[config.mk]
export PLATFORM = sky130hd
export DESIGN_NAME = adder_sched
export DESIGN_NICKNAME = d
export VERILOG_FILES = /design/src/rtl/adder_pkg.sv /design/src/rtl/adder_sched_rr_arbiter.sv /design/src/rtl/adder_sched.sv
export SDC_FILE = /design/constraint.sdc
export NUM_CORES = 1
export LEC_CHECK = 0
export ABC_AREA = 1
export BUFFER_PORTS_ARGS = -buffer_cell sky130_fd_sc_hd__buf_2
export CAP_MARGIN = 5
export CORE_ASPECT_RATIO = 1.75
export CORE_MARGIN = 2
export CORE_UTILIZATION = 40
export CTS_CLUSTER_SIZE = 16
export DETAILED_ROUTE_END_ITERATION = 12
export GPL_TIMING_DRIVEN = 0
export PLACE_DENSITY = 0.77
export SKIP_CTS_REPAIR_TIMING = 1
export SYNTH_ARGS = -nofsm -noshare
export SYNTH_HDL_FRONTEND = slang
export SYNTH_HIERARCHICAL = 1
export SYNTH_SLANG_ARGS = --single-unit
[constraint.sdc]
create_clock -name clk -period 2.47 [get_ports clk]
set_input_delay 0.3705 -clock clk [delete_from_list [all_inputs] [get_ports clk]]
set_output_delay 0.3705 -clock clk [all_outputs]
set_load 0.01 [all_outputs]
[src/rtl/adder_pkg.sv]
// rtl/adder_pkg.sv - shared operand word layout and scheduler state encoding for the adder
package adder_pkg;

  localparam int W_INS = 33;
  localparam int W_SM  = 10;
  localparam int W_OP  = 16;
  localparam int W_X   = 8;

  // The x view of an operand is its low byte and the y view is the whole 16-bit field.
  // So s1.x=[7:0], s1.y=[15:0], cin=[16], s2.x=[24:17], s2.y=[32:17].
  typedef struct packed {
    logic [W_OP-1:0] s2;
    logic            cin;
    logic [W_OP-1:0] s1;
  } adder_ins_t;

  typedef enum logic [1:0] {
    IDLE = 2'd0,
    EXEC = 2'd1,
    RESP = 2'd2
  } state_t;

  function automatic logic [W_X-1:0] op_x(input logic [W_OP-1:0] op);
    return op[W_X-1:0];
  endfunction

  function automatic logic [W_OP-1:0] op_y(input logic [W_OP-1:0] op);
    return op;
  endfunction

endpackage

[src/rtl/adder_sched_rr_arbiter.sv]
// rtl/adder_sched_rr_arbiter.sv - combinational round-robin pick of the first request at or after ptr
module rr_arbiter #(
  parameter int NREQ = 4
) (
  input  logic [NREQ-1:0]         req,
  input  logic [$clog2(NREQ)-1:0] ptr,
  output logic [NREQ-1:0]         gnt,
  output logic [$clog2(NREQ)-1:0] gnt_idx
);

  localparam int IW = $clog2(NREQ);

  logic          found;
  logic [IW-1:0] cand;

  always_comb begin
    gnt     = '0;
    gnt_idx = '0;
    found   = 1'b0;
    cand    = '0;
    for (int k = 0; k < NREQ; k++) begin
      cand = IW'((int'(ptr) + k) % NREQ);
      if (!found && req[cand]) begin
        gnt[cand] = 1'b1;
        gnt_idx   = cand;
        found     = 1'b1;
      end
    end
  end

endmodule

[src/rtl/adder_sched.sv]
// rtl/adder_sched.sv - round-robin scheduler sharing one registered adder among NREQ requesters
module adder_sched #(
  parameter int NREQ  = 4,
  parameter int W_INS = adder_pkg::W_INS,
  parameter int W_SM  = adder_pkg::W_SM
) (
  input  logic                     clk,
  input  logic                     rst_n,
  input  logic [NREQ-1:0]          req_valid,
  input  logic [NREQ*W_INS-1:0]    req_ins,
  output logic [NREQ-1:0]          req_ready,
  output logic                     rsp_valid,
  input  logic                     rsp_ready,
  output logic [$clog2(NREQ)-1:0]  rsp_id,
  output logic [W_SM-1:0]          rsp_sm,
  output logic                     rsp_zero,
  output logic                     busy,
  output logic [W_INS-1:0]         add_ins,
  input  logic [W_SM-1:0]          add_sm_r,
  input  logic                     add_sm_zero_r
);

  import adder_pkg::*;

  localparam int IW = $clog2(NREQ);

  state_t           state;
  logic [IW-1:0]    rr_ptr;
  logic [NREQ-1:0]  win_gnt;
  logic [IW-1:0]    win_idx;
  logic [W_INS-1:0] sel_ins;

  rr_arbiter #(.NREQ(NREQ)) u_arb (
    .req     (req_valid),
    .ptr     (rr_ptr),
    .gnt     (win_gnt),
    .gnt_idx (win_idx)
  );

  // Grant is offered only while idle and out of reset, so at most one op is ever in flight.
  assign req_ready = (rst_n && state == IDLE) ? win_gnt : '0;

  always_comb begin
    sel_ins = '0;
    for (int i = 0; i < NREQ; i++) begin
      if (win_idx == IW'(i)) sel_ins = req_ins[i*W_INS +: W_INS];
    end
  end

  // The adder result is consumed straight from its output register; add_ins is held through RESP.
  assign rsp_sm   = add_sm_r;
  assign rsp_zero = add_sm_zero_r;

  always_ff @(posedge clk or negedge rst_n) begin
    if (!rst_n) begin
      state     <= IDLE;
      rr_ptr    <= '0;
      add_ins   <= '0;
      rsp_id    <= '0;
      rsp_valid <= 1'b0;
      busy      <= 1'b0;
    end else begin
      case (state)
        IDLE: begin
          if (|req_valid) begin
            add_ins <= sel_ins;
            rsp_id  <= win_idx;
            rr_ptr  <= (win_idx == IW'(NREQ - 1)) ? '0 : win_idx + 1'b1;
            busy    <= 1'b1;
            state   <= EXEC;
          end
        end
        EXEC: begin
          rsp_valid <= 1'b1;
          state     <= RESP;
        end
        RESP: begin
          if (rsp_ready) begin
            rsp_valid <= 1'b0;
            busy      <= 1'b0;
            state     <= IDLE;
          end
        end
        default: begin
          rsp_valid <= 1'b0;
          busy      <= 1'b0;
          state     <= IDLE;
        end
      endcase
    end
  end

endmodule
======== Word level (Yosys, flattened, before mapping) ========
Index checks and enable logic that the tools add are counted.
storage, ports and cells
  register bits after elaboration ......... 41
  input port bits ......................... 150
  output and inout bits ................... 52
  word-level logic and storage cells ...... 88
operators by class
  add/sub/neg operators ................... 4
  order comparisons ....................... 8
  equal/unequal tests ..................... 7
  mux-type cells .......................... 40
  bitwise logic cells ..................... 5
  reductions and logical operators ........ 18
operators by type and width
  kind                                                                                  number
  33-bit two-way mux                                                                    4
  4-bit two-way mux                                                                     5
  2-bit two-way mux                                                                     7
  1-bit two-way mux                                                                     13
  2-bit by 3-bit < comparator with 1-bit output (second input constant)                 4
  4-bit OR                                                                              3
  1-bit binary-select mux with 2-bit select                                             4
  1-bit demux with 2-bit select                                                         4
  2-bit by 1-bit greater-or-equal comparator with 1-bit output (second input constant)  4
  1-bit logical AND                                                                     8
  2-bit equality test (second input constant)                                           3
  1-bit one-hot mux with 3 select lines                                                 2
  2-bit one-hot mux with 3 select lines                                                 1
  2-bit AND reduction                                                                   3
  2-bit by 1-bit adder with 2-bit output (second input constant)                        2
  2-bit adder (second input constant)                                                   2
  2-bit by 1-bit equality test with 1-bit output (second input constant)                2
  2-bit zero test                                                                       2
  4-bit OR reduction                                                                    1
  1-bit zero test                                                                       3
  3-bit AND reduction                                                                   1
  2-bit by 1-bit inequality test with 1-bit output (second input constant)              1
  2-bit inequality test (second input constant)                                         1
  1-bit NOT                                                                             2

======== Depth between registers and ports, before layout ========
  depth after elaboration ................. 17
  depth in mapped cells ................... 20
  depth with buffers taken out ............ 17

======== By module ========
The synthesis kept the hierarchy.
modules (own cells, without submodules)
  module       instances  cells each  area an instance (um^2)  sequential area each (um^2)
  adder_sched  1          528         3,165.5                  1,026.0
  rr_arbiter   1          82          476.7                    0.0

======== Least setup slack after synthesis ========
OpenSTA, ideal clock, no wires.
  path type ............................... register to register
  start ................................... reg rr_ptr[1]
  end ..................................... reg add_ins[31]
  setup time .............................. 116 ps
  arrival time ............................ 2,480 ps
  data required time ...................... 2,354 ps
  setup slack ............................. -126 ps
  cell stages (with the launch flop) ...... 20
  buffers on the path ..................... 2
  clock period less this slack ............ 2,596 ps
  cells stage by stage .................... dfrtp_1 > inv_1 > ha_1 > inv_1 > nand3_1 > nand2_1 > nand3_1 > nor2_1 > nor2_1 > nor2_1 > inv_1 > ha_1 > buf_2 > buf_4 > nand2_1 > nand2_1 > nand3_1 > nand2_1 > nand2_1 > nand2_1
on the way
  longest elaborated chain between the ends .. 17
  elaborated cells between the ends (all ways) .. 32
  classes of those cells .................. add/sub: 3; eq/ne: 3; mux: 19; reduce/logical: 7
RTL lines
  element                                                                                          line                          RTL
  start: declaration                                                                               adder_sched.sv:28             logic [IW-1:0] rr_ptr;
  start signal: assignment                                                                         adder_sched.sv:68             rr_ptr <= (win_idx == IW'(NREQ - 1)) ? '0 : win_idx + 1'b1;
  parallel branches: the longest is 11 deep, another holds 2-bit by 1-bit adder with 2-bit output  n/a
  2-bit two-way mux *                                                                              adder_sched_rr_arbiter.sv:23  if (!found && req[cand]) begin
  via win_idx[0]                                                                                   adder_sched.sv:30             logic [IW-1:0] win_idx;
  2-bit zero test                                                                                  adder_sched.sv:46             if (win_idx == IW'(i)) sel_ins = req_ins[i*W_INS +: W_INS];
  33-bit two-way mux (3 in series)                                                                 adder_sched.sv:46
  33-bit two-way mux *                                                                             adder_sched.sv:46
  end signal: assignment                                                                           adder_sched.sv:66             add_ins <= sel_ins;
  end: declaration                                                                                 adder_sched.sv:18             output logic [W_INS-1:0] add_ins,
Mark *: on every way through the listed nets, which the timed path passes. The select of a mux whose other input is x is not followed.
A chain may end at the register's enable or synchronous reset.

======== Worst setup path in the final report ========
  start ................................... reg rr_ptr[1]
  end ..................................... reg add_ins[7]
The elaborated chain is that of the path after synthesis.

==> reports/qor.txt <==
Status = finished with violations
Post-DP HPWL = 9380 um
Clock sink total = 41
Initial antenna violation count = 1
Most common cell in the netlist = nand2_1
WP buf/inv = 6
Post-synthesis async set-or-reset flop share = 1.00
Clock transition at path regs = 0.06 ns
Mean Syn Cell Area = 5.97 sq um
Synth warn = 6
Worst r2r src = rr_ptr[1]
Part of the cycle the worst path needs = 1.08
Maximum number of pins on one net before global-route repair = 43
Unique masters post-synth = 21
Final ANT Viol Nets = 0
Failing checks = negative setup slack
Slew @ Worst Pin = 0.986 ns
Number of synthesized register bits = 41
Slew margin rel. = 0.343
Ratio of cells with drive above 1 in the final layout = 0.421
Setup Skew = 0.00596 ns
Tmin final = 2.66 ns
GR Overflow Total = 0
MaxCap Viol Count = 0
Setup ws final = -0.189 ns
Largest fanout on the critical path = 8
Area leader, netlist = dfrtp_1
H-tree lvl count = 2
Wire per inst = 13.8 um
Vias in the first global route = 4115
Num rows = 46
Top cells by count, synth = 266 x nand2_1, 74 x nor2_1, 58 x nand3_1
Cells after synthesis = 610
Crit path launch = rr_ptr[1]
DR vias = 4577
Sequence of cells on the critical path = clkinvlp_4, ha_4, inv_4, nand3_2, nand2_2, nand3_2, nor2_4, nand2_2, nand3_4, buf_4, ha_4, buf_8, clkinv_8, clkbuf_16, nor2_2, nor2_1, nand2_1, nand2_1
Core area = 0.00898 sq mm
Die Area = 0.00992 sq mm
Post-synth EDFFs = 0
Cts bufs inserted = 5
R2R depth = 18
WL met2 = 7100 um
M1 WL = 4630 um
I/O pins = 202
HP Class = in2async
Detail Route met3 WL = 781 um
Pins Over Slew Limit = 0
Top FF cell, synth = dfrtp_1
Vias per inst = 4.80
Instance count on the critical path = 18
Clk buf depth = 2
Post-Route WL = 13100 um
Fill count = 859
CTS tree = built
CP peak stage delay = 0.42 ns
Slowest cell on the critical path = dfrtp_2
Die Height = 130 um
CP Class = reg2reg
Share of the yosys chip area belonging to registers = 0.282
Setup violators final = 37
DRT iter0 DRCs = 226
Die W = 76.1 um
Delay-heaviest family, CP = simple AND/OR/NAND/NOR gates
Max layer used = met4
Synth-to-Final Area Change = 55.2%
Syn_nets = 769
Gpl congestion = 0.932
Setup Slack @ Placement = -0.385 ns
Nets = 990
Critical path required time = 2.65 ns
Clock Latency Late Sink = 0.29 ns
DRC viols = 0
First-pass GRT wire length = 18700 um
Crit start category = flip-flop
Starting Density = 0.406
Worst path arrival time = 2.84 ns
I/O Buffers = 190
Share of the synthesized area in the top cell type = 0.282
Clk root buf = clkbuf_16
Crit. End Element = flip-flop
Post-Syn Area = 0.00364 sq mm
Highest clock rate = 0.376 GHz
GR Util All Layers = 0.233
Ranking of synthesized cells by area = dfrtp_1 28%, nand2_1 27%, nand3_1 8.0%, nor2_1 7.6%, inv_1 5.4%
RSZ-0062 raised after global routing = true
Drt first pass iters = 5
Endpoints failing hold = 0
## placed cells by master (no fill, tap or decap), types with 5 or more instances in the layout
master and count:
dfrtp_1 39, a21oi_2 6, buf_4 30, clkbuf_16 9, nor2_1 60, buf_6 23, buf_2 190, ha_4 5
nor2_2 18, a21oi_1 32, inv_1 48, nand3_2 8, nand2_1 242, nand2_4 6, nand2_2 24, nor2_4 5
buf_8 6, nand3_1 49
## through the flow
step | hold slack (ns) | instances | setup TNS, ns | area [sq um] | util
floorplan | 0.0749 | 610 | 0 | 3660 | -
global placement | 0.458 | 920 | -9.93 | 4760 | 0.530
detailed placement | 0.457 | 920 | -10.76 | 4760 | 0.530
CTS | 0.270 | 928 | -11.69 | 4920 | 0.548
global route | 0.307 | 953 | -9.94 | 5650 | 0.629
finish | 0.230 | 953 | -3.90 | 5650 | 0.629
## routing by layer
| layer | vias to the layer above | GRT usage |
|---|---|---|
| met2 | 219 | 0.446 |
| li1 | 2297 | - |
| met4 | 0 | 0.108 |
| met3 | 50 | 0.0422 |
| met5 | - | 0 |
| met1 | 2011 | 0.247 |
## sequential cells by signal, summed over array words and instances (netlist names)
| register | count |
|---|---|
| add_ins | 33 |
| rr_ptr | 2 |
| rsp_id | 2 |
| state | 2 |
| busy | 1 |
| rsp_valid | 1 |
## final timing paths
kind	slack, ns	endpoint
hold reg to reg	0.46	rsp_valid
setup / recovery	-0.19	add_ins[7]
setup reg to reg	-0.19	add_ins[7]
max in group asynchronous	1.56	rr_ptr[1]
hold / removal	0.23	add_ins[4]
min in group clk	0.39	add_ins[12]
## kinds of logic after synthesis
logic type	count (synthesis)	share of synthesized area
flip-flops	41	0.282
buffers and inverters	100	0.150
AO/OA/AOI/OAI	45	0.0646
AND/OR/NAND/NOR	415	0.473
adder cells (fa/ha/maj)	9	0.0309
## layout make-up
class                      instances  area [sq um]  share of cell area
timing repair inverter             1          8.76             0.00155
buffer                            42           462              0.0817
clock buffer                       6           129              0.0228
inverter                          56           259              0.0458
timing repair buffer             215          1240               0.220
multi-input combinational        469          2330               0.413
sequential                        41          1030               0.182
tap                              120           150              0.0266
antenna                            1          2.50            0.000443
clock inverter                     2          35.0             0.00620
Power is left out: the tool's default activity adds up to more than one toggle a clock period on the data nets, which glitch-free logic cannot reach.
